### config.mk
export PLATFORM = sky130hd
export DESIGN_NAME = ethernet_rx_xmii
export DESIGN_NICKNAME = d
export VERILOG_FILES = /design/src/rtl/ethernet_pkg.sv /design/src/rtl/ethernet_crc32.sv /design/src/rtl/ethernet_rx_xmii.sv
export SDC_FILE = /design/constraint.sdc
export NUM_CORES = 1
export LEC_CHECK = 0
export ABC_AREA = 1
export CELL_PAD_IN_SITES_DETAIL_PLACEMENT = 1
export CELL_PAD_IN_SITES_GLOBAL_PLACEMENT = 1
export CORE_ASPECT_RATIO = 0.5
export CORE_MARGIN = 2
export CORE_UTILIZATION = 30
export DETAILED_ROUTE_END_ITERATION = 8
export PLACE_DENSITY_LB_ADDON = 0.1
export SLEW_MARGIN = 40
export SYNTH_ARGS = -nofsm -noshare
export SYNTH_HDL_FRONTEND = slang
export SYNTH_SLANG_ARGS = --single-unit
### constraint.sdc
create_clock -name clk_i -period 2.9 [get_ports clk_i]
set_clock_uncertainty 0.1 [all_clocks]
set_input_delay 0.29 -clock clk_i [delete_from_list [all_inputs] [get_ports clk_i]]
set_output_delay 0.29 -clock clk_i [all_outputs]
set_load 0.03 [all_outputs]
### src/rtl/ethernet_pkg.sv
// Shared Ethernet receive constants and types, plus the reflected CRC32 byte update
// used by the receive engine's FCS checker.
package ethernet_pkg;

  localparam logic [7:0]  SFD_BYTE        = 8'hD5;
  localparam int          MIN_FRAME_BYTES = 64;
  localparam logic [31:0] CRC32_INIT      = 32'hFFFF_FFFF;
  localparam logic [31:0] CRC32_POLY      = 32'hEDB8_8320;
  // Register value left after running a frame plus its own FCS through the CRC.
  localparam logic [31:0] CRC32_RESIDUE   = 32'hDEBB_20E3;

  typedef struct packed {
    logic oversize;
    logic runt;
    logic align;
    logic phy_err;
    logic crc_err;
  } eth_rx_status_t;

  typedef enum logic [2:0] {
    IDLE,
    PREAMBLE,
    FRAME,
    DISCARD,
    END
  } eth_rx_xmii_states_t;

  function automatic logic [31:0] crc32_next(input logic [31:0] crc, input logic [7:0] data);
    logic [31:0] c;
    c = crc;
    for (int i = 0; i < 8; i++) begin
      c = (c[0] ^ data[i]) ? ((c >> 1) ^ CRC32_POLY) : (c >> 1);
    end
    return c;
  endfunction

endpackage

### src/rtl/ethernet_crc32.sv
// Byte-wide Ethernet CRC32 register: initialise to all-ones, fold in one byte per
// compute strobe, LSB-first.
module ethernet_crc32
  import ethernet_pkg::*;
(
  input  logic        clk_i,
  input  logic        rst_n_i,
  input  logic        initialize_i,
  input  logic        compute_i,
  input  logic [7:0]  data_i,
  output logic [31:0] crc32_o
);

  logic [31:0] r_crc;

  // NOTE: clocked state is written with <= so every flop samples pre-edge values.
  always_ff @(posedge clk_i) begin
    if (!rst_n_i) begin
      r_crc <= CRC32_INIT;
    end else if (initialize_i) begin
      r_crc <= CRC32_INIT;
    end else if (compute_i) begin
      r_crc <= crc32_next(r_crc, data_i);
    end
  end

  assign crc32_o = r_crc;

endmodule

### src/rtl/ethernet_rx_xmii.sv
// Ethernet MAC receive engine for RMII/MII/GMII symbols: SFD hunt, destination
// filter, FCS residue check, 4-byte FCS strip via a 5-entry delay line, status and counters.
module ethernet_rx_xmii
  import ethernet_pkg::*;
#(
  parameter int          DATA_WIDTH      = 2,
  parameter logic [47:0] MAC_ADDRESS     = 48'h00_00_00_00_00_00,
  parameter int          MAX_FRAME_BYTES = 1522
) (
  input  logic                  clk_i,
  input  logic                  rst_n_i,
  input  logic                  sample_i,
  input  logic                  enable_i,
  input  logic                  promiscuous_i,
  input  logic                  accept_multicast_i,
  input  logic [DATA_WIDTH-1:0] rxd_i,
  input  logic                  rx_dv_i,
  input  logic                  rx_er_i,
  output logic [7:0]            data_o,
  output logic                  valid_o,
  output logic                  last_o,
  output logic                  error_o,
  output logic                  status_valid_o,
  output logic [4:0]            status_o,
  output logic [10:0]           frame_length_o,
  output logic [15:0]           good_count_o,
  output logic [15:0]           drop_count_o
);

  localparam int          DL_DEPTH      = 5;
  localparam int          SYMS_PER_BYTE = 8 / DATA_WIDTH;
  localparam logic [1:0]  SYM_LAST      = 2'(SYMS_PER_BYTE - 1);
  localparam logic [10:0] LEN_MAX       = 11'h7FF;
  localparam logic [15:0] CNT_MAX       = 16'hFFFF;

  eth_rx_xmii_states_t r_state, w_state_next;

  logic [7:0]     r_shift, w_shift_next;
  logic [1:0]     r_sym_cnt;
  logic [10:0]    r_byte_cnt;
  logic [2:0]     r_dl_count;
  logic [7:0]     r_dl [DL_DEPTH];
  logic           r_phy_err;
  logic [7:0]     r_data;
  logic           r_valid, r_last, r_error, r_status_valid;
  eth_rx_status_t r_status, w_status;
  logic [10:0]    r_frame_length;
  logic [15:0]    r_good_count, r_drop_count;

  logic           w_byte_done, w_accept, w_reject, w_emit;
  logic [47:0]    w_dest;
  logic [31:0]    w_crc;

  // The same register is the preamble window and the byte assembler.
  if (DATA_WIDTH == 8) begin : g_shift_full
    assign w_shift_next = rxd_i;
  end else begin : g_shift_part
    assign w_shift_next = {rxd_i, r_shift[7:DATA_WIDTH]};
  end

  assign w_byte_done = sample_i && rx_dv_i && (r_state == FRAME) && (r_sym_cnt == SYM_LAST);

  // The sixth byte completes the destination; it and the filter decision arrive together.
  assign w_dest   = {r_dl[0], r_dl[1], r_dl[2], r_dl[3], r_dl[4], w_shift_next};
  assign w_accept = promiscuous_i || (w_dest == MAC_ADDRESS) || (&w_dest)
                    || (accept_multicast_i && r_dl[0][0]);
  assign w_reject = w_byte_done && (r_byte_cnt == 11'd5) && !w_accept;
  assign w_emit   = w_byte_done && (r_dl_count == 3'(DL_DEPTH)) && !w_reject;

  ethernet_crc32 u_crc32 (
    .clk_i        (clk_i),
    .rst_n_i      (rst_n_i),
    .initialize_i (r_state == IDLE),
    .compute_i    (w_byte_done),
    .data_i       (w_shift_next),
    .crc32_o      (w_crc)
  );

  always_ff @(posedge clk_i) begin
    if (!rst_n_i) r_state <= IDLE;
    else          r_state <= w_state_next;
  end

  // NOTE: every always_comb output gets a default first so no path can infer a latch.
  always_comb begin
    w_state_next     = r_state;
    w_status         = '0;
    w_status.oversize = r_byte_cnt > 11'(MAX_FRAME_BYTES);
    w_status.runt     = r_byte_cnt < 11'(MIN_FRAME_BYTES);
    w_status.align    = r_sym_cnt != 2'd0;
    w_status.phy_err  = r_phy_err;
    w_status.crc_err  = w_crc != CRC32_RESIDUE;
    unique case (r_state)
      IDLE:     if (sample_i && rx_dv_i && enable_i) w_state_next = PREAMBLE;
      PREAMBLE: if (sample_i) begin
                  if (!rx_dv_i || rx_er_i)          w_state_next = IDLE;
                  else if (w_shift_next == SFD_BYTE) w_state_next = FRAME;
                end
      FRAME:    if (sample_i) begin
                  if (!rx_dv_i)     w_state_next = END;
                  else if (w_reject) w_state_next = DISCARD;
                end
      DISCARD:  if (sample_i && !rx_dv_i) w_state_next = IDLE;
      END:      w_state_next = IDLE;
      default:  w_state_next = IDLE;
    endcase
  end

  always_ff @(posedge clk_i) begin
    if (!rst_n_i) begin
      r_shift        <= '0;
      r_sym_cnt      <= '0;
      r_byte_cnt     <= '0;
      r_dl_count     <= '0;
      r_phy_err      <= 1'b0;
      r_data         <= '0;
      r_valid        <= 1'b0;
      r_last         <= 1'b0;
      r_error        <= 1'b0;
      r_status_valid <= 1'b0;
      r_status       <= '0;
      r_frame_length <= '0;
      r_good_count   <= '0;
      r_drop_count   <= '0;
    end else begin
      r_valid        <= 1'b0;
      r_last         <= 1'b0;
      r_error        <= 1'b0;
      r_status_valid <= 1'b0;
      unique case (r_state)
        IDLE: begin
          r_shift    <= '0;
          r_sym_cnt  <= '0;
          r_byte_cnt <= '0;
          r_dl_count <= '0;
          r_phy_err  <= 1'b0;
        end
        PREAMBLE: if (sample_i) begin
          r_shift   <= w_shift_next;
          r_sym_cnt <= '0;
        end
        FRAME: if (sample_i) begin
          if (rx_er_i) r_phy_err <= 1'b1;
          if (rx_dv_i) begin
            r_shift   <= w_shift_next;
            r_sym_cnt <= (r_sym_cnt == SYM_LAST) ? 2'd0 : r_sym_cnt + 2'd1;
          end
          if (w_byte_done) begin
            if (r_byte_cnt != LEN_MAX) r_byte_cnt <= r_byte_cnt + 11'd1;
            if (r_dl_count != 3'(DL_DEPTH)) r_dl_count <= r_dl_count + 3'd1;
          end
          if (w_emit) begin
            r_data  <= r_dl[0];
            r_valid <= 1'b1;
          end
        end
        DISCARD: if (sample_i && !rx_dv_i && r_drop_count != CNT_MAX) begin
          r_drop_count <= r_drop_count + 16'd1;
        end
        END: begin
          r_status_valid <= 1'b1;
          r_status       <= w_status;
          r_frame_length <= r_byte_cnt;
          // Fewer than six bytes never passed the filter, so nothing is delivered.
          if (r_byte_cnt >= 11'd6) begin
            r_data  <= r_dl[0];
            r_valid <= 1'b1;
            r_last  <= 1'b1;
            r_error <= (w_status != '0);
          end
          if (w_status == '0) begin
            if (r_good_count != CNT_MAX) r_good_count <= r_good_count + 16'd1;
          end else if (r_drop_count != CNT_MAX) begin
            r_drop_count <= r_drop_count + 16'd1;
          end
        end
        default: ;
      endcase
    end
  end

  // NOTE: delay-line storage has no reset; r_dl_count alone says which entries are live.
  always_ff @(posedge clk_i) begin
    if (w_byte_done) begin
      if (r_dl_count == 3'(DL_DEPTH)) begin
        for (int i = 0; i < DL_DEPTH - 1; i++) r_dl[i] <= r_dl[i+1];
        r_dl[DL_DEPTH-1] <= w_shift_next;
      end else begin
        for (int i = 0; i < DL_DEPTH; i++) begin
          if (r_dl_count == 3'(i)) r_dl[i] <= w_shift_next;
        end
      end
    end
  end

  assign data_o         = r_data;
  assign valid_o        = r_valid;
  assign last_o         = r_last;
  assign error_o        = r_error;
  assign status_valid_o = r_status_valid;
  assign status_o       = r_status;
  assign frame_length_o = r_frame_length;
  assign good_count_o   = r_good_count;
  assign drop_count_o   = r_drop_count;

endmodule

==> results of run 1 <==
## Yosys cell counts, drive strengths merged, types with 3 or more instances
library cell  instances  area share (%)
clkbuf               23             1.0
edfxtp               40              14
a211oi                7            0.61
xnor2                27             3.1
nand4                29             2.2
nand3b                3            0.26
nor2                138             6.2
nand3                67             4.1
nor3                 18             1.1
o211ai               10            0.87
ha                   12             1.7
buf                  17             1.2
nand2               273              12
o21ai                77             4.5
inv                 148             6.5
a21oi               109             6.4
dfxtp               118              27
xor2                 50             5.2
## metrics by stage
step	cell area (um2)	power [mW]	hold WS (ns)	std cells
floorplan	8600	3.86	0.289	1179
global placement	9710	4.43	0.351	1607
detailed placement	9710	4.48	0.361	1607
CTS	10300	6.92	0.363	1639
global route	10300	7.20	0.404	1639
finish	10300	6.80	0.377	1639
## cell usage in the layout, fill, tap and decap left out, types with 7 or more instances in the layout
cell type,n
a211oi_1,7
a21oi_1,107
buf_4,17
clkbuf_16,17
clkdlybuf4s50_1,69
dfxtp_1,118
edfxtp_1,40
ha_1,12
inv_1,141
inv_2,7
nand2_1,259
nand2_2,12
nand3_1,65
nand4_1,28
nor2_1,133
nor3_1,17
o211ai_1,10
o21ai_0,74
xnor2_1,24
xor2_1,49
## sequential cells by signal, indices dropped and copies added (netlist names)
register / count
r_dl: 40
u_crc32.crc32_o: 32
drop_count_o: 16
good_count_o: 16
frame_length_o: 11
r_byte_cnt: 11
data_o: 8
r_shift: 6
status_o: 5
r_dl_count: 3
r_state: 3
r_sym_cnt: 2
error_o: 1
last_o: 1
r_phy_err: 1
status_valid_o: 1
valid_o: 1
## path summary, 6_finish.rpt
path	to	slack (ns)	depth (start not counted)
worst max register to register	u_crc32.crc32_o[19]	0.49	13
worst min-delay path	r_byte_cnt[8]	0.38	2
worst max-delay path	u_crc32.crc32_o[19]	0.49	13
worst min register to register	r_byte_cnt[8]	0.38	2
## worst max-delay path, stage by stage, from the launching register on
cell	delay, ns
dfxtp_1	0.61
inv_1	0.22
nand2_1	0.12
nand2_2	0.19
nand2_1	0.15
nand2_2	0.17
nand2_1	0.24
nand2_4	0.13
nand2_1	0.10
nand2_1	0.05
nand2_1	0.05
nand2_1	0.07
nand2_1	0.07
nand2_1	0.05
## power by group through the flow
stage	clock (mW)	combinational, mW	sequential, mW
floorplan	0	1.35	2.50
global placement	0	1.86	2.56
detailed placement	0	1.91	2.57
CTS	2.47	1.93	2.52
global route	2.56	2.11	2.53
finish	2.40	1.89	2.51
## kinds of logic after synthesis
logic type,after synthesis
AND/OR/NAND/NOR,535
XOR/XNOR,77
adder cells (fa/ha/maj),12
AO/OA/AOI/OAI,208
buffers and inverters,189
flip-flops,158
## layer usage
layer	GRT usage, %	routed length [um]
met1	23.6	13300
met2	31.8	12700
met3	4.18	858
met4	5.25	310
met5	0	0
## final cells by class
type / instances / area, um2
clock buffer: 19 / 433
clock inverter: 13 / 171
fill: 3424 / 17600
inverter: 149 / 559
multi-input combinational: 832 / 4290
sequential: 158 / 3560
tap: 382 / 478
timing repair buffer: 86 / 818
==> metrics.md, run 1 <==
| Metric | Value |
|---|---|
| Starting density of the core | 30.8% |
| Final period utilization | 83.2% |
| Post-synthesis cell type count | 46 |
| Dpl ws | 0.139 ns |
| VDD IR max | 0.416 mV |
| Switching fraction of total power | 35.9% |
| Portion of total power attributed to the clock network | 35.3% |
| Setup-failing EPs final | 0 |
| Dominant register cell in the synthesized netlist | dfxtp_1 |
| DP HPWL | 19900 um |
| Share of async-settable or async-resettable flops after synthesis | 0% |
| Outcome | finished clean |
| Synthesized-area fraction occupied by ao, oa, aoi and oai cells | 12.8% |
| Slew Limit Fails | 0 |
| Hold buffer count at cts | 0 |
| Hold Startpoint | r_byte_cnt[8] |
| Largest fanout on the critical path | 9 |
| Pin count of the biggest net entering global routing | 47 |
| Vias in the first global route | 7976 |
| Number of placement rows | 43 |
| Post-route antenna net violation count | 0 |
| Master cell of the clock root buffer | clkbuf_16 |
| Clock Tree Buf Depth | 2 |
| Hold/Removal Path Class | reg -> reg |
| Post-Synthesis Cells | ~1200 |
| Number of buffers inserted by port buffering | 69 |
| Combinational family with the most area after synthesis | simple AND/OR/NAND/NOR gates |
| Number of cells upsized or downsized after cts | 0 |
| Post-synthesis net count | 1201 |
| First-pass GRT wire length | 43000 um |
| Critical Path Sink Type | register |
| Antenna diode count | 0 |
| Proportion of layout cells with a drive suffix above 1 | 6.60% |
| DR pass1 iterations | 4 |
| Number of enable flip-flop cells after synthesis | 40 |
| Average instance area after synthesis | 7.29 um2 |
| Worst path setup slack after routing | 0.486 ns |
| Leftover overflow at the end of global routing | 0 |
| Clock slew at the register clock pins of the worst setup and hold paths | approximately 0.070 ns |
| Synthesized-area fraction occupied by adder cells | 1.75% |
| Arrival time worst endpoint | 2.67 ns |
| Number of primary I/O pins | 70 |
| Full die area | 0.0301 mm2 |
| Sequential cell area fraction in the yosys report | around two fifths |
| Width of the chip | 243 um |
| Comb power frac | 27.8% |
| Post-synthesis xor/xnor area fraction | 8.32% |
| Worst slew margin | 59.8% |
| Minimum clock period | around 2.4 ns |
| Critical path launch point | r_shift[2] |
| CTS sink cnt | 158 |
| Simple-Gate Fraction of Synth Area | between 20% and 30% |
| Reg2reg start | r_shift[2] |
| # Post-CTS Setup Buffers | 0 |
| Worst Tran Pin Value | 0.602 ns |
| Post-synthesis cell area | approximately 0.0086 mm2 |
| Antenna violations before repair | 0 |
| DRC violation total after the first TritonRoute iteration | roughly 350 |
| Number of maximum-capacitance violations | 0 |
| Final weighted congestion of routability-driven global placement | 0.792 |
| Clock insertion delay at the later pin of the skew report | approximately 0.46 ns |
| Maximum level of the CTS H-tree | 4 |
| Clock tree from TritonCTS | done |
| Peak Freq | 0.414 GHz |
| Count of warnings emitted by yosys | 0 |
| Number of nets in the final layout | 1266 |
| Number of remaining DRC errors | 0 |
| WL/cell | around 17 um |
| Final wirelength | 27100 um |
| Setup CP Type | reg -> reg |
| Net Sw Power | about 2.4 mW |
| Post-Route Setup TNS | 0 ns |
| Mux share of post-synthesis cell area | 0% |
| Internal power component | 4.36 mW |
| Vias | around 7800 |
| Total count of hold-check failures in the final report | 0 |
| Pleak | 4.06 nW |
| Number of storage elements in the synthesis netlist | around 160 |
| Portion of total power attributed to sequential cells | 37.0% |
| Cts bufs inserted | 17 |
| Kind of start point of the critical path | register |
| P per Cell Area | ~660 mW/mm2 |
| Setup repair after global routing missed its margin | no |
| Layout overhead on the synthesized area | 20.0% |
| GR Util All Layers | 18.5% |
| Overall die height | 124 um |
| Utilization after layout | 36.9% |
| Required @ worst endpoint | between 3 and 4 ns |
| Mean number of vias per cell | 4.74 |
| CORE AREA | approximately 0.028 mm2 |
(Power assumes the default switching activity.)
==> run 2, diff against run 1 <==
==> constraint.sdc (replaced) <==
create_clock -name clk_i -period 2.1 [get_ports clk_i]
set_clock_uncertainty 0.1 [all_clocks]
set_input_delay 0.21 -clock clk_i [delete_from_list [all_inputs] [get_ports clk_i]]
set_output_delay 0.21 -clock clk_i [all_outputs]
set_load 0.03 [all_outputs]
==> run 2 against run 1 <==
- final area up 8.8%
- cell count up 5.5%
- sequential share of layout area down 2.8 points
- core utilization up 3.3 points
- via count up 6.0%
- sequential power up 35%
- combinational power up 66%
- clock power up 29%
- maximum frequency up 17%
- largest power group unchanged
==> metrics.md, run 2 (same netlist as run 1, synthesis figures left out) <==
| Metric | Value |
|---|---|
| Cell count after placement | 1685 |
| Worst slew margin | 61.5% |
| Peak Freq | 0.484 GHz |
| Layout overhead on the synthesized area | 30.6% |
| Worst hold slack | 0.311 ns |
| Kind of start point of the critical path | register |
| Total cell area at the placement stage | a little over 0.01 mm2 |
| Post-route cell area | 0.0112 mm2 |
| Hold/Removal Path Class | in -> reg |
| Worst Tran Pin Value | 0.577 ns |
| Master cell of the clock root buffer | clkbuf_16 |
| Maximum single-stage delay on the critical path | roughly 0.33 ns |
| Number of primary I/O pins | 70 |
| Total count of hold-check failures in the final report | 0 |
| Switching fraction of total power | between 30% and 40% |
| Register with the most flip-flops | r_dl |
| Proportion of layout cells with a drive suffix above 1 | 15.0% |
| CTS sink cnt | around 160 |
| Minimum clock period | 2.07 ns |
| Clock tree from TritonCTS | done |
| Number of remaining DRC errors | 0 |
| VDD IR max | 0.619 mV |
| Number of maximum-capacitance violations | 0 |
| Vias in the first global route | between 8000 and 9000 |
| Final period utilization | 98.4% |
| Width of the chip | roughly 240 um |
| Maximum level of the CTS H-tree | 4 |
| Max FFs per register | 40 |
| Slew Limit Fails | 0 |
| Required @ worst endpoint | 2.28 ns |
| GR Util All Layers | around a fifth |
| Clock slew at the register clock pins of the worst setup and hold paths | 0.07 ns |
| Cell Count, Final, Fillers Out | 1729 |
| Pin count of the biggest net entering global routing | 47 |
| Setup-failing EPs final | 0 |
| DRC violation total after the first TritonRoute iteration | 505 |
| Most frequent standard cell in the layout excluding fill and tap cells | nand2_1 |
| Outcome | finished clean |
| WL/cell | 16.6 um |
| Clock Tree Buf Depth | 2 |
| Number of buffers inserted by port buffering | approximately 70 |
| Pleak | between 4 and 5 nW |
| Chain of cells forming the critical path | ha_1 > inv_2 > nor2_1 > nand2_2 > inv_2 > a31oi_2 > nand4_1 > buf_6 > buf_4 > clkbuf_16 > o21ai_0 |
| Antenna violations before repair | 0 |
| Comb power frac | 32.7% |
| Number of placement rows | 43 |
| Net Sw Power | between 3 and 4 mW |
| Final wirelength | 28700 um |
| Starting density of the core | 30.8% |
| CP most frequent cell | inv_2 |
| Overall die height | approximately 120 um |
| Commonest cells after routing, fill and taps aside | 255 x nand2_1, 138 x inv_1, 126 x nor2_1 |
| CORE AREA | 0.0279 mm2 |
| Largest fanout on the critical path | 10 |
| Utilization after layout | 40.2% |
| Arrival time worst endpoint | 2.25 ns |
| P per Cell Area | 857 mW/mm2 |
| Antenna diode count | 0 |
| Number of nets in the final layout | around 1400 |
| Setup CP Type | reg -> reg |
| Clock insertion delay at the later pin of the skew report | 0.45 ns |
| Full die area | 0.0301 mm2 |
| DP HPWL | 20800 um |
| Critical Path Sink Type | register |
| Internal power component | ~6.1 mW |
| Vias | roughly 8200 |
| Final weighted congestion of routability-driven global placement | 0.832 |
| Cts bufs inserted | 17 |
| Portion of total power attributed to sequential cells | 35.1% |
| Hold buffer count at cts | 0 |
| Portion of total power attributed to the clock network | 32.2% |
| First-pass GRT wire length | roughly 45000 um |
| Mean number of vias per cell | 4.76 |
| CP max stage cell | dfxtp_2 |
| Leftover overflow at the end of global routing | 0 |
| Post-route antenna net violation count | 0 |
| DR pass1 iterations | 4 |
-- run 2: power by group through the flow --
stage                     sequential, mW  clock (mW)  combinational [mW]
after floorplan                     3.45           0                1.87
after global placement              3.44           0                3.03
after detailed placement            3.44           0                3.09
after CTS                           3.38        3.19                3.14
after global routing                3.39        3.34                3.49
final                               3.38        3.10                3.14
-- run 2: layout make-up --
class | instances | area, um2
Clock buffer | 18 | 439
Tap cell | 382 | 478
Sequential cell | 158 | 3570
Fill cell | 3381 | 16700
Timing Repair Buffer | 175 | 1670
Inverter | 149 | 562
Clock inverter | 14 | 129
Multi-Input combinational cell | 833 | 4380
-- run 2: metal layers --
metal	up-vias	wire length (um)	global-route usage [%]
li1	4131	-	-
met1	3995	14000	24.8
met2	84	13800	33.2
met3	20	700	3.56
met4	0	269	4.98
met5	-	0	0
-- run 2: worst paths after layout --
check | start | end | slack (ns) | depth (start not counted)
max | r_sym_cnt[1] | r_dl[0][25] | 0.03 | 11
min | rx_er_i | r_phy_err | 0.31 | 3
max reg2reg | r_sym_cnt[1] | r_dl[0][25] | 0.03 | 11
min reg2reg | r_byte_cnt[8] | r_byte_cnt[8] | 0.37 | 2
-- run 2: repair_timing --
action                                  4_1_cts  5_1_grt
cloned                                        0        6
buffers inserted                              0        6
pin swaps                                     0        8
endpoints found under the setup margin       17       99
resized for setup                             3       55
-- run 2: metrics by stage --
stage                     worst slack (ns)  TNS, ns  total power [mW]
final                               0.0332        0              9.62
after global routing               -0.0474   -0.642              10.2
after CTS                           0.0191        0              9.70
after detailed placement            -0.239   -10.12              6.54
after global placement              -0.250    -7.24              6.47
after floorplan                     0.0394        0              5.32
-- run 2: worst max-delay path, delay by kind of cell, from the launching register on --
kind / cells / cell delay (ns)
flops: 1 / 0.33
compound gates: 2 / 0.37
buf+inv: 5 / 0.61
fa+ha+maj: 1 / 0.18
simple gates: 3 / 0.32
==> run 3, diff against run 2 <==
--- a/config.mk
+++ b/config.mk
@@ -6,6 +6,7 @@
 export NUM_CORES = 1
 export LEC_CHECK = 0
 export ABC_AREA = 1
+export CAP_MARGIN = 20
 export CELL_PAD_IN_SITES_DETAIL_PLACEMENT = 1
 export CELL_PAD_IN_SITES_GLOBAL_PLACEMENT = 1
 export CORE_ASPECT_RATIO = 0.5
==> constraint.sdc (replaced) <==
create_clock -name clk_i -period 1.95 [get_ports clk_i]
set_clock_uncertainty 0.1 [all_clocks]
set_input_delay 0.195 -clock clk_i [delete_from_list [all_inputs] [get_ports clk_i]]
set_output_delay 0.195 -clock clk_i [all_outputs]
set_load 0.03 [all_outputs]
==> run 3 against run 2 <==
- the run now ends with setup timing left
- die area unchanged
- clock power rose by 11%
- register-to-register slack lost 0.07 ns
- first-iteration DRC count fell by 25%
- cell count is 3.2% higher
- final area increased by 7.9%
- worst setup slack got worse by 0.072 ns
- maximum frequency rose by 3.9%
- via count grew 2.6%
- global-route usage grew 0.46 points
- clock-buffer cell count down 1
- sequential power grew 7.1%
- critical path type unchanged
- largest power group is now combinational logic
==> metrics.md, run 3 (same netlist as run 1, synthesis figures left out) <==
| Metric | Value |
|---|---|
| Clock tree from TritonCTS | done |
| Critical Path Sink Type | register |
| Width of the chip | between 200 and 250 um |
| Maximum level of the CTS H-tree | 4 |
| Clock Tree Buf Depth | 2 |
| Peak Freq | 0.503 GHz |
| Register with the most flip-flops | r_dl |
| Internal power component | between 6 and 7 mW |
| Number of buffers inserted by port buffering | 69 |
| Pin count of the biggest net entering global routing | 47 |
| Hold/Removal Path Class | in -> reg |
| Antenna diode count | 0 |
| Clock slew at the register clock pins of the worst setup and hold paths | 0.07 ns |
| Number of primary I/O pins | 70 |
| Leftover overflow at the end of global routing | 0 |
| Number of remaining DRC errors | 0 |
| Portion of total power attributed to the clock network | 31.1% |
| First-pass GRT wire length | 45900 um |
| Vias | about 8400 |
| Comb power frac | 36.1% |
| WL/cell | 16.0 um |
| Slew Limit Fails | 0 |
| Full die area | 0.0301 mm2 |
| Cell count after placement | approximately 1700 |
| Worst Tran Pin Value | 0.566 ns |
| Starting density of the core | 30.8% |
| Number of maximum-capacitance violations | 0 |
| Kind of start point of the critical path | register |
| Net Sw Power | between 4 and 5 mW |
| Pleak | 5.12 nW |
| Final period utilization | 102% |
| Worst slew margin | 61.9% |
| Total power draw | 11.0 mW |
| Overall die height | 124 um |
| Portion of total power attributed to sequential cells | 32.8% |
| Vias in the first global route | 8824 |
| Utilization after layout | 43.4% |
| DR pass1 iterations | 6 |
| Setup repair after global routing missed its margin | yes |
| Switching fraction of total power | 36.7% |
| Total count of hold-check failures in the final report | 0 |
| Number of nets in the final layout | 1411 |
| Proportion of layout cells with a drive suffix above 1 | 23.0% |
| Commonest cells after routing, fill and taps aside | 247 x nand2_1, 135 x inv_1, 132 x buf_4 |
| Arrival time worst endpoint | 2.10 ns |
| DP HPWL | 20800 um |
| VDD IR max | just under 0.7 mV |
| Cts bufs inserted | 17 |
| Failing checks | setup timing |
| P per Cell Area | 912 mW/mm2 |
| Antenna violations before repair | 0 |
| CTS sink cnt | 158 |
| Number of placement rows | 43 |
| Setup-failing EPs final | 22 |
| Master cell of the clock root buffer | clkbuf_16 |
| Mean number of vias per cell | 4.73 |
| Largest fanout on the critical path | 5 |
| Most frequent standard cell in the layout excluding fill and tap cells | nand2_1 |
| Setup CP Type | reg -> reg |
| DRC violation total after the first TritonRoute iteration | 377 |
| Final weighted congestion of routability-driven global placement | 0.813 |
| Clock insertion delay at the later pin of the skew report | 0.46 ns |
| Minimum clock period | 1.99 ns |
| Hold buffer count at cts | 0 |
| GR Util All Layers | approximately 20% |
| Max FFs per register | 40 |
| Outcome | finished with violations |
| CORE AREA | about 0.028 mm2 |
| Required @ worst endpoint | 2.06 ns |
| Layout overhead on the synthesized area | 40.9% |
| Cell Count, Final, Fillers Out | 1784 |
| Worst path setup slack after routing | -0.0384 ns |
| Post-route antenna net violation count | 0 |
| Final wirelength | 28600 um |
## run 3: cell count changes in the layout (fill, tap and decap cells not counted), sizes merged, moves of 3 or more
cell           change
buf               +56
clkdlybuf4s50     -10
dlymetal6s2s       +8
clkbuf             -5
clkinvlp           +3
## run 3: routing by layer
metal  share of wire, %  track usage [%]  up-vias  wire length (um)
met5                  0                0        -                 0
met2                 49             34.2       65             14000
met1                 47             24.5     4094             13500
met3                2.3             3.92       33               666
met4                1.8             6.63        0               509
li1                   -                -     4254                 -
## run 3: power by group through the flow
| stage | sequential, mW | clock [mW] | combinational, mW |
|---|---|---|---|
| after floorplan | 3.72 | 0 | 2.01 |
| after global placement | 3.67 | 0 | 3.57 |
| after detailed placement | 3.68 | 0 | 3.63 |
| after CTS | 3.61 | 3.54 | 3.73 |
| after global routing | 3.64 | 3.69 | 4.37 |
| final | 3.62 | 3.44 | 3.99 |
## run 3: critical path: stages, from the launching register on
cell and delay [ns]:
dfxtp_4 0.36, ha_4 0.16, inv_4 0.06, nor2_4 0.03, nand2_4 0.10, nor2_1 0.06
a31oi_1 0.16, nand4_1 0.20, buf_6 0.19, buf_16 0.15, nand2_4 0.09, o21ai_1 0.06
## run 3: final timing paths
kind / startpoint / to / slack, ns / cells after the start
max: r_sym_cnt[0] / r_dl[0][4] / -0.04 / 11
min reg2reg: u_crc32.crc32_o[22] / u_crc32.crc32_o[22] / 0.38 / 2
max reg2reg: r_sym_cnt[0] / r_dl[0][4] / -0.04 / 11
min: rx_er_i / r_phy_err / 0.36 / 3
## run 3: area by class of cell
cell class | instances | area, um2
clock inverters | 15 | 160
multi-input cells | 835 | 4740
repair buffers | 227 | 2150
inverters | 149 | 569
flip-flops and latches | 158 | 3580
clock buffers | 17 | 425
well taps | 382 | 478
fillers | 3371 | 15800
repair inverters | 1 | 5.00
## run 3: per-stage QoR
stage          setup TNS [ns]  hold WS, ns  area, um2  setup WS (ns)
2_1_floorplan          -0.763        0.194       8610        -0.0477
3_3_place_gp           -17.92        0.350      10800         -0.319
3_5_place_dp           -22.73        0.360      10800         -0.333
4_1_cts                -0.228        0.311      11800        -0.0300
5_1_grt                 -7.18        0.350      12100         -0.170
6_report               -0.522        0.361      12100        -0.0384
## run 3: what timing repair did
item / 4_1_cts / 5_1_grt
pin swaps: 12 / 25
gates resized for setup: 88 / 90
endpoints found under the setup margin: 83 / 102
cloned: 5 / 3
endpoints found under the hold margin: 0 / 0
buffers inserted: 14 / 5
